==> config.mk <==
export PLATFORM = sky130hd
export DESIGN_NAME = exe_muldiv_unit
export DESIGN_NICKNAME = d
export VERILOG_FILES = /design/src/rtl/mdu_pkg.sv /design/src/rtl/mdu_step.sv /design/src/rtl/exe_muldiv_unit.sv
export SDC_FILE = /design/constraint.sdc
export NUM_CORES = 1
export LEC_CHECK = 0
export CORE_MARGIN = 2
export CORE_UTILIZATION = 58
export CTS_CLUSTER_DIAMETER = 150
export DETAILED_ROUTE_END_ITERATION = 8
export PLACE_DENSITY_LB_ADDON = 0.3
export SYNTH_ARGS = -nofsm -noshare
export SYNTH_HDL_FRONTEND = slang
export SYNTH_HIERARCHICAL = 1
export SYNTH_SLANG_ARGS = --single-unit
export TNS_END_PERCENT = 100
==> constraint.sdc <==
create_clock -name clock -period 3.8 [get_ports clock]
set_input_delay 0.57 -clock clock [delete_from_list [all_inputs] [get_ports clock]]
set_output_delay 0.57 -clock clock [all_outputs]
set_load 0.01 [all_outputs]
==> src/rtl/mdu_pkg.sv <==
// Shared encodings for the EXE-stage multiply/divide unit.
// Opcode and FSM state types plus small opcode helpers.
package mdu_pkg;

    typedef enum logic [1:0] {
        MDU_MULT  = 2'b00,
        MDU_MULTU = 2'b01,
        MDU_DIV   = 2'b10,
        MDU_DIVU  = 2'b11
    } mdu_op_e;

    typedef enum logic [1:0] {
        ST_IDLE = 2'b00,
        ST_RUN  = 2'b01,
        ST_FIX  = 2'b10
    } mdu_state_e;

    function automatic logic op_is_div(input logic [1:0] op);
        return (op == MDU_DIV) || (op == MDU_DIVU);
    endfunction

    function automatic logic op_is_signed(input logic [1:0] op);
        return (op == MDU_MULT) || (op == MDU_DIV);
    endfunction

endpackage

==> src/rtl/mdu_step.sv <==
// One iteration of the MDU datapath: shift-add multiply
// or restoring shift-subtract divide, purely combinational.
module mdu_step #(
    parameter int WIDTH = 32
) (
    input  logic             is_div,
    input  logic [WIDTH-1:0] acc,
    input  logic [WIDTH-1:0] opa,
    input  logic [WIDTH-1:0] opb,
    output logic [WIDTH-1:0] acc_nxt,
    output logic [WIDTH-1:0] opa_nxt
);

    logic [WIDTH-1:0] addend;
    logic [WIDTH:0]   sum;
    logic [WIDTH:0]   shl;
    logic [WIDTH:0]   diff;

    // Compute both iteration flavours and select by op class
    always_comb begin
        addend  = opa[0] ? opb : {WIDTH{1'b0}};
        sum     = {1'b0, acc} + {1'b0, addend};
        shl     = {acc, opa[WIDTH-1]};
        diff    = shl - {1'b0, opb};
        acc_nxt = acc;
        opa_nxt = opa;
        if (is_div) begin
            if (!diff[WIDTH]) begin
                acc_nxt = diff[WIDTH-1:0];
                opa_nxt = {opa[WIDTH-2:0], 1'b1};
            end else begin
                acc_nxt = shl[WIDTH-1:0];
                opa_nxt = {opa[WIDTH-2:0], 1'b0};
            end
        end else begin
            acc_nxt = sum[WIDTH:1];
            opa_nxt = {sum[0], opa[WIDTH-1:1]};
        end
    end

endmodule

==> src/rtl/exe_muldiv_unit.sv <==
// EXE-stage multi-cycle multiply/divide unit with HI/LO,
// MTHI/MTLO writes and a pipeline stall request.
module exe_muldiv_unit
    import mdu_pkg::*;
#(
    parameter int WIDTH = 32
) (
    input  logic             clock,
    input  logic             reset,
    input  logic             start,
    input  logic [1:0]       op,
    input  logic [WIDTH-1:0] rs_data,
    input  logic [WIDTH-1:0] rt_data,
    input  logic             hilo_rd,
    input  logic             hi_we,
    input  logic             lo_we,
    input  logic [WIDTH-1:0] wdata,
    input  logic             flush,
    output logic [WIDTH-1:0] hi,
    output logic [WIDTH-1:0] lo,
    output logic             busy,
    output logic             done,
    output logic             stall
);

    localparam int CW = $clog2(WIDTH);
    localparam logic [CW-1:0] LAST = CW'(WIDTH - 1);

    mdu_state_e       state;
    mdu_state_e       state_nxt;
    logic [CW-1:0]    count;
    logic [WIDTH-1:0] acc;
    logic [WIDTH-1:0] opa;
    logic [WIDTH-1:0] opb;
    logic             is_div_q;
    logic             neg_lo;
    logic             neg_hi;
    logic             div0;

    logic             sgn;
    logic             rs_neg;
    logic             rt_neg;
    logic [WIDTH-1:0] rs_abs;
    logic [WIDTH-1:0] rt_abs;
    logic [WIDTH-1:0] acc_nxt;
    logic [WIDTH-1:0] opa_nxt;
    logic [2*WIDTH-1:0] prod;
    logic [2*WIDTH-1:0] prod_fix;
    logic [WIDTH-1:0] fix_hi;
    logic [WIDTH-1:0] fix_lo;

    mdu_step #(.WIDTH(WIDTH)) u_step (
        .is_div  (is_div_q),
        .acc     (acc),
        .opa     (opa),
        .opb     (opb),
        .acc_nxt (acc_nxt),
        .opa_nxt (opa_nxt)
    );

    // Operand magnitudes for signed ops, taken at start
    always_comb begin
        sgn    = op_is_signed(op);
        rs_neg = sgn & rs_data[WIDTH-1];
        rt_neg = sgn & rt_data[WIDTH-1];
        rs_abs = rs_neg ? -rs_data : rs_data;
        rt_abs = rt_neg ? -rt_data : rt_data;
    end

    // Sign fixup of the unsigned result; divide by zero forces lo to ones
    always_comb begin
        prod     = {acc, opa};
        prod_fix = neg_lo ? -prod : prod;
        if (is_div_q) begin
            fix_lo = div0 ? {WIDTH{1'b1}} : (neg_lo ? -opa : opa);
            fix_hi = neg_hi ? -acc : acc;
        end else begin
            fix_hi = prod_fix[2*WIDTH-1:WIDTH];
            fix_lo = prod_fix[WIDTH-1:0];
        end
    end

    // FSM state register
    always_ff @(posedge clock) begin
        if (reset) state <= ST_IDLE;
        else       state <= state_nxt;
    end

    // FSM next state; flush returns to idle from anywhere
    always_comb begin
        state_nxt = state;
        if (flush) begin
            state_nxt = ST_IDLE;
        end else begin
            case (state)
                ST_IDLE: if (start) state_nxt = ST_RUN;
                ST_RUN:  if (count == LAST) state_nxt = ST_FIX;
                ST_FIX:  state_nxt = ST_IDLE;
                default: state_nxt = ST_IDLE;
            endcase
        end
    end

    // FSM outputs: busy and the pipeline stall request
    always_comb begin
        busy  = (state != ST_IDLE);
        stall = busy & (start | hilo_rd | hi_we | lo_we);
    end

    // Datapath, counter and HI/LO registers
    always_ff @(posedge clock) begin
        if (reset) begin
            count    <= '0;
            acc      <= '0;
            opa      <= '0;
            opb      <= '0;
            is_div_q <= 1'b0;
            neg_lo   <= 1'b0;
            neg_hi   <= 1'b0;
            div0     <= 1'b0;
            hi       <= '0;
            lo       <= '0;
            done     <= 1'b0;
        end else begin
            done <= 1'b0;
            if (flush) begin
                count <= '0;
            end else begin
                case (state)
                    ST_IDLE: begin
                        if (start) begin
                            acc      <= '0;
                            opa      <= rs_abs;
                            opb      <= rt_abs;
                            count    <= '0;
                            is_div_q <= op_is_div(op);
                            neg_lo   <= rs_neg ^ rt_neg;
                            neg_hi   <= rs_neg;
                            div0     <= (rt_data == '0);
                        end else begin
                            if (hi_we) hi <= wdata;
                            if (lo_we) lo <= wdata;
                        end
                    end
                    ST_RUN: begin
                        acc   <= acc_nxt;
                        opa   <= opa_nxt;
                        count <= count + 1'b1;
                    end
                    ST_FIX: begin
                        hi   <= fix_hi;
                        lo   <= fix_lo;
                        done <= 1'b1;
                    end
                    default: ;
                endcase
            end
        end
    end

endmodule

# After elaboration in Yosys (flattened, before gate mapping)
# Index checks and enable logic that the tools add are counted.
# op_classes
addsub	8
n_eq_ne	10
mux	29
bitwise	8
reduce_logical	15
# op_table
op	count
two-way mux 32 bit	17
case mux 32 bit (2 select lines)	4
negation 32 bit	4
two-way mux 64 bit	1
negation 64 bit	1
adder 32 x 32 -> 33 bit	1
subtractor 33 x 32 -> 33 bit	1
logical NOT 32 bit	1
inequality test 2 bit (second input constant)	5
case mux 5 bit (2 select lines)	1
AND reduction 4 bit	2
== test 2 bit (second input constant)	3
AND reduction 3 bit	2
nonzero test 2 bit	3
adder 5 x 1 -> 5 bit (second input constant)	1
== test 5 bit (second input constant)	1
two-way mux 5 bit	1
logical NOT 2 bit	2
two-way mux 2 bit	2
case mux 2 bit (2 select lines)	1
AND reduction 2 bit	2
bitwise AND 1 bit	3
OR 1 bit	3
== test 2 x 1 -> 1 bit (second input constant)	1
5 further kinds	7
# totals
regBits	172
in_bits	105
output_inout_bits	67

# Longest topological paths before layout
# Gate-level depths: netlist of run 1.
# logic_depth
word_depth	6
mapped_depth	15
mapped_depth_nobuf	14

# Modules after synthesis
# Netlist of run 1, hierarchy kept.
# by_module_without_submodules
module	n_inst	cells_per_inst	area_per_inst_um2	seq_area_each_um2
exe_muldiv_unit	1	1313	10144.7	3443.3
mdu_step	1	663	4590.7	0.0

# Worst setup path before layout of run 1
# Ideal clock, no wire load.
# synth_timing
path_type	register -> register
from	register opa[0]
to	register acc[28]
setup_ns	0.117
arrival_time_ns	2.957
slack_ns	0.727
stages_incl_launch_ff	14
path_buffers	1
period_less_slack_ns	3.073
cell_sequence	dfxtp_1 -> clkbuf_1 -> and2_1 -> ha_1 -> a211oi_1 -> o211ai_1 -> a21oi_2 -> a21oi_1 -> a2111oi_4 -> nor3_1 -> a211oi_1 -> xor2_1 -> a22oi_1 -> a22o_1
# synth_between
elab_chain_cells	4
# synth_rtl
element	line	rtl
start: declaration	exe_muldiv_unit.sv:33	logic [WIDTH-1:0] opa;
start signal: assignment	exe_muldiv_unit.sv:133	opa <= rs_abs;
start signal: assignment	exe_muldiv_unit.sv:147	opa <= opa_nxt;
two-way mux 32 bit	mdu_step.sv:21	addend = opa[0] ? opb : {WIDTH{1'b0}};
adder 32 x 32 -> 33 bit	mdu_step.sv:22	sum = {1'b0, acc} + {1'b0, addend};
two-way mux 32 bit	mdu_step.sv:27	if (is_div) begin
via acc_nxt[28]	exe_muldiv_unit.sv:45	logic [WIDTH-1:0] acc_nxt;
case mux 32 bit (2 select lines)	exe_muldiv_unit.sv:129	case (state)
end signal: assignment	exe_muldiv_unit.sv:146	acc <= acc_nxt;
end: declaration	exe_muldiv_unit.sv:32	logic [WIDTH-1:0] acc;
# The timed path passes the listed nets, and every way through them passes these cells.
# A chain may end at the register's enable or synchronous reset.

# Worst setup path in the final report of run 1
# layout_timing
from	register opa[31]
to	register acc[30]
# layout_between
elab_chain_cells	4
# layout_rtl
element	line	rtl
subtractor 33 x 32 -> 33 bit	mdu_step.sv:24	diff = shl - {1'b0, opb};
two-way mux 32 bit	mdu_step.sv:28	if (!diff[WIDTH]) begin
two-way mux 32 bit	mdu_step.sv:27	
via acc_nxt[30]	exe_muldiv_unit.sv:45	
case mux 32 bit (2 select lines)	exe_muldiv_unit.sv:129	
# The timed path passes the listed nets, and every way through them passes these cells.

==> out/metrics.cfg, run 1 <==
[worst_hold_path]
min_path_type = reg -> reg

[final_layout]
nFillCells = 2115
final_common_cell = nor2_1
area_delta_synth_final_pct = 18.31
nets = 2272
antennaDiodeCount = 0
final_cell_mix = nor2_1, nand2_1, a21oi_1
drive_above_1_share_pct = 8.634

[critical_path]
startpoint_type = register
path_class = reg -> reg
critPathSlowestCell = dfxtp_1
cp.required_ps = 4140
crit_chain = inv_1 -> ha_1 -> fa_1 -> nand2b_1 -> a21oi_1 -> o21ai_1 -> o21ai_2 -> a31oi_4 -> a21oi_4 -> xor2_4 -> buf_4 -> mux2i_1 -> mux2i_1 -> a22o_1
cpMostUsedCell = mux2i_1
critPathMaxFanout = 9
slowest_delay_ps = 470
arrival_ps = 3940
end_kind = register

[sta]
fin_crit_ps = 3605
hold_viol = 0
hold_slack_ps = 450.0
slew_violations = 0
setup_viol = 0
rsz0062_at_grt = false
max_freq_ghz = 0.2774
finalSetupTns_ps = 0
relSlewSlack_pct = 41.47
fin_ws_ps = 194.6
fin_crit_sh_pct = 94.88
worstMarginPinSlew_ps = 878.0
finalClockSkew_ps = 17.33

[clock_network]
clock_path_buffers = 2
clock_tree.root_cell = clkbuf_16
cts_buffers = 17
htreeDepth = 4
cts_sinks = 172
cts_tree = built
path_clk_slew_ps = 70
clock_latency_ps = 450

[synthesis]
synthDistinctLibCells = 95
ys_seq_area_share_pct = 23.37
synth.avg_cell_area_sq_um = 7.457
synthFlopType = dfxtp_1
ys_warn_count = 6
async_flop_share_pct = 0
synth_edf_count = 0
ys_ff_latch = 172
synth.net_count = 2153
syn_inst = 1976
syn-cell-area_sq_um = 14740

[power]
power_density_nw_per_um2 = 293.5
leakage_nw = 6.665
swShare_pct = 34.00
power_frac_comb_pct = 25.4
pwr-share-seq_pct = 38.7
intPower_mw = 3.377
ir_drop_v = 0.0002532
p_clk_share_pct = 35.9
switching_power_mw = 1.740

[die]
io_pins = 172
core_sq_um = 25040
die_area_sq_um = 26700
dieHeight_microns = 163.4
die_width_microns = 163.4
rows = 58
start_util_pct = 58.86

[grt]
grt_pass1_vias = 14230
grt_pass1_wl_mm = 76.16
antenna_found_initial = 0
grt_max_degree = 75
grt-ovfl-total = 0
grt_usage_pct = 35.53

[placement]
hpwl_mm = 36.41
portBuffers = 171
place_ws_ps = 223.2
place_congestion = 0.9812

[drt]
vias_per_cell = 6.458
firstDrtPassIters = 8
detail-route-antenna-nets = 0
num_vias = 15740
wl_per_cell_microns = 19.74
drt_iter0_markers = 2052
wl_mm = 48.13
drc_errors = 0

[run]
maxCapViolCount = 0

[status]
outcome = completed

-- flip-flops by register name, summed over array words and instances (netlist names) --
register / flops
acc: 32
hi: 32
lo: 32
opa: 32
opb: 32
count: 5
state: 2
div0: 1
done: 1
is_div_q: 1
neg_hi: 1
neg_lo: 1
-- power groups by stage --
| stage | registers [mW] | clock network [mW] | logic (mW) |
|---|---|---|---|
| 4_1_cts | 1.98 | 1.84 | 1.27 |
| 6_report | 1.98 | 1.84 | 1.30 |
| 3_5_place_dp | 2.02 | 0 | 1.26 |
| 2_1_floorplan | 1.99 | 0 | 0.843 |
| 5_1_grt | 1.99 | 1.92 | 1.40 |
| 3_3_place_gp | 2.02 | 0 | 1.24 |
-- cell type report --
class | instances | area, sq um | area share, %
Sequential cell | 172 | 3447 | 19.77
Timing Repair Buffer | 234 | 2198 | 12.61
Clock buffer | 17 | 425.4 | 2.440
Clock inverter | 15 | 177.7 | 1.019
Multi-Input combinational cell | 1605 | 10530 | 60.39
Inverter | 65 | 244.0 | 1.400
Tap cell | 330 | 412.9 | 2.368
-- logic make-up (layout without fill, tap and decap cells) --
logic type	count (synthesis)	in the layout	synth area share (%)
buf+inv	199	331	5.409
compound gates	605	605	27.47
simple gates	712	712	23.73
fa+ha+maj	72	72	6.216
mux	60	60	4.356
flops	172	172	23.37
xor+xnor	156	156	9.451
-- cell usage after synthesis (20+ instances only) --
master | n | area share [%]
a21oi_1 | 174 | 5.9
nand4_1 | 22 | 0.93
and2_1 | 38 | 1.6
o21ai_0 | 85 | 2.9
nor3_1 | 49 | 1.7
xnor2_1 | 91 | 5.4
mux2_2 | 33 | 2.5
or4_1 | 20 | 1.0
clkbuf_1 | 106 | 2.7
nand3_1 | 50 | 1.7
and3_1 | 20 | 0.85
xor2_1 | 63 | 3.7
ha_1 | 70 | 5.9
inv_1 | 64 | 1.6
o221ai_1 | 24 | 1.4
a31oi_1 | 51 | 2.2
mux2i_1 | 27 | 1.8
a21o_1 | 27 | 1.4
o31ai_1 | 21 | 1.1
a22o_1 | 26 | 1.5
nand2_1 | 197 | 5.0
or3_1 | 22 | 0.93
nor2_1 | 200 | 5.1
a211oi_1 | 51 | 2.6
dfxtp_1 | 172 | 23
-- worst paths after layout --
kind	start	to	slack (ps)	depth (start not counted)
worst max-delay path	opa[31]$_SDFFE_PP0P_	acc[30]$_SDFFE_PP0P_	190	14
worst min-delay path	lo[6]$_SDFFE_PP0P_	lo[6]$_SDFFE_PP0P_	450	2
worst max register to register	opa[31]$_SDFFE_PP0P_	acc[30]$_SDFFE_PP0P_	190	14
worst min register to register	lo[6]$_SDFFE_PP0P_	lo[6]$_SDFFE_PP0P_	450	2
-- layer usage --
metal	vias up	part of all wire [%]	global-route usage [%]
li1	7499	-	-
met1	7361	43	49.51
met2	760	45	55.43
met3	124	8.4	5.079
met4	0	3.4	13.76
met5	-	0	0
-- per-stage QoR --
step | util (%) | std cells | cell area [sq um] | power (mW)
after floorplan | - | 1976 | 14740 | 2.831
after global placement | 67.18 | 2405 | 16820 | 3.261
after detailed placement | 67.18 | 2405 | 16820 | 3.283
after CTS | 69.59 | 2437 | 17420 | 5.092
after global routing | 69.63 | 2438 | 17430 | 5.316
final | 69.63 | 2438 | 17430 | 5.116
-- what timing repair did --
action | CTS | global route
setup buffers | 0 | 1
setup endpoints to repair | 0 | 10
resized for setup | 0 | 1
hold buffers | 0 | 0
-- critical path: cells and delay by family, from the launching register on --
kind / cells / cell delay, ps
mux: 2 / 320
xor+xnor: 1 / 200
fa+ha+maj: 2 / 630
buf+inv: 2 / 350
compound gates: 6 / 1330
flops: 1 / 470
simple gates: 1 / 190
No activity file was read; power rests on OpenSTA's default activity.
==> inputs of run 2 (changes only) <==
--- a/config.mk
+++ b/config.mk
@@ -5,10 +5,12 @@
 export SDC_FILE = /design/constraint.sdc
 export NUM_CORES = 1
 export LEC_CHECK = 0
+export ABC_CLOCK_PERIOD_IN_PS = 3800
 export CORE_MARGIN = 2
-export CORE_UTILIZATION = 58
+export CORE_UTILIZATION = 65
 export CTS_CLUSTER_DIAMETER = 150
 export DETAILED_ROUTE_END_ITERATION = 8
+export DONT_BUFFER_PORTS = 1
 export PLACE_DENSITY_LB_ADDON = 0.3
 export SYNTH_ARGS = -nofsm -noshare
 export SYNTH_HDL_FRONTEND = slang
==> out/metrics.cfg, run 2 (synthesized netlist as in run 1, its figures left out) <==
[power]
leakage_nw = 5.973  ; -10%
total_power_mw = 4.843  ; -5.3%
power_density_nw_per_um2 = 310.6  ; +5.8%
ir_drop_v = 0.0002679  ; +5.8%

[die]
io_pins = 172  ; unchanged
rows = 55  ; -5.2%
die_width_microns = 154.6  ; -5.4%
die_area_sq_um = 23890  ; -11%
start_util_pct = 65.68  ; +6.8 points
core_sq_um = 22430  ; -10%
dieHeight_microns = 154.6  ; -5.4%

[drt]
wl_per_cell_microns = 21.11  ; +6.9%
detail-route-antenna-nets = 0  ; unchanged
firstDrtPassIters = 6  ; -2
drt_iter0_markers = 1867  ; -9.0%
drc_errors = 0  ; unchanged
wl_mm = 46.64  ; -3.1%
num_vias = 15160  ; -3.7%
vias_per_cell = 6.861  ; +6.2%

[critical_path]
startpoint_type = register
cp.required_ps = 4140  ; about the same
critPathMaxFanout = 19  ; +10
path_class = reg -> reg
arrival_ps = 3870  ; -70 ps
reg2reg_slack_ps = 270  ; +70 ps
end_kind = register

[grt]
grt_max_degree = 145  ; +93%
antenna_found_initial = 0  ; unchanged
grt-ovfl-total = 0  ; unchanged
grt_pass1_wl_mm = 72.28  ; -5.1%
grt_pass1_vias = 13480  ; -5.3%
grt_usage_pct = 37.50  ; +2.0 points

[clock_network]
clock_path_buffers = 2  ; unchanged
htreeDepth = 4  ; unchanged
clock_latency_ps = 450  ; about the same
clock_tree.root_cell = clkbuf_16
cts_buffers = 17  ; unchanged
cts_tree = built
cts_sinks = 172  ; unchanged
cts_hold_buf = 0  ; unchanged
path_clk_slew_ps = 70  ; about the same

[sta]
rsz0062_at_grt = false
hold_viol = 0  ; unchanged
fin_crit_ps = 3531  ; -74.91 ps
finalSetupTns_ps = 0  ; unchanged
fin_crit_sh_pct = 92.91  ; -2.0 points
relSlewSlack_pct = 28.68  ; -13 points
setup_viol = 0  ; unchanged
max_freq_ghz = 0.2832  ; +2.1%
slew_violations = 0  ; unchanged
finalClockSkew_ps = 22.62  ; +5.291 ps
worstMarginPinSlew_ps = 1070  ; +191.9 ps

[final_layout]
area_delta_synth_final_pct = 5.834
fin_cells = 2210  ; -9.4%
nets = 2089  ; -8.1%
nFillCells = 1882  ; -11%
final_common_cell = nor2_1
final_cell_mix = nor2_1, nand2_1, a21oi_1
drive_above_1_share_pct = 8.831  ; +0.20 points
final_util_pct = 69.51  ; -0.12 points
antennaDiodeCount = 0  ; unchanged

[status]
outcome = completed

[worst_hold_path]
min_path_type = in -> reg

[placement]
hpwl_mm = 34.60  ; -5.0%
portBuffers = 0  ; -100%
place_congestion = 1.020  ; +4.0%
dp_cells = 2176  ; -9.5%

[run]
maxCapViolCount = 0  ; unchanged

run 2: cell types whose count changed in the layout (fill, tap and decap cells not counted), sizes merged:
cell,delta
buf,-13
bufinv,-1
clkbuf,+1
clkdlybuf4s50,-170
run 2: critical path, stage by stage, from the launching register on:
cell and delay [ps]:
dfxtp_1 350, inv_1 70, ha_1 220, fa_1 380, nand2b_1 190, a21oi_1 280
o21ai_1 200, o21ai_2 310, a31oi_4 170, a21oi_4 240, xnor2_2 230, buf_12 240
a21oi_1 160, nand2_1 70, a311oi_1 290
run 2: final timing paths:
path,startpoint,to,cells after the start
max reg2reg,opa[31]$_SDFFE_PP0P_,opa[0]$_SDFFE_PP0P_,14
min reg2reg,opb[0]$_SDFFE_PP0P_,opb[0]$_SDFFE_PP0P_,2
min,reset,is_div_q$_SDFFE_PP0P_,1
max,opa[31]$_SDFFE_PP0P_,opa[0]$_SDFFE_PP0P_,14
run 2: cell type report:
| class | count | area (sq um) | area share [%] |
|---|---|---|---|
| clock buffer | 18 | 439.2 | 2.816 |
| clock inverter | 14 | 145.1 | 0.9307 |
| inverter | 65 | 244.0 | 1.565 |
| multi-input combinational | 1605 | 10530 | 67.52 |
| sequential | 172 | 3447 | 22.10 |
| tap | 285 | 356.6 | 2.287 |
| timing repair buffer | 51 | 432.9 | 2.776 |
run 2: timing repair:
item	CTS	global route
endpoints found under the setup margin	0	9
setup buffers	0	2
gates resized for setup	0	0
run 2: power breakdown:
group	internal [mW]	switching, mW
clock	0.894	0.880
sequential	1.88	0.120
combinational	0.420	0.650
total	3.19	1.65
run 2: stage by stage:
stage	instance area [sq um]	worst slack (ps)	hold WS, ps
after global placement	15000	211.9	462.4
after floorplan	14740	726.5	445.5
after global routing	15600	74.86	184.6
after CTS	15580	121.4	186.8
after detailed placement	15000	142.8	466.0
final	15600	269.5	194.5
run 2: layer usage:
metal,GRT usage [%],wire [microns],vias to the layer above
met5,0,0,-
met3,7.845,4956,132
met2,58.08,20520,872
li1,-,-,7128
met4,14.20,1668,0
met1,51.46,19500,7031
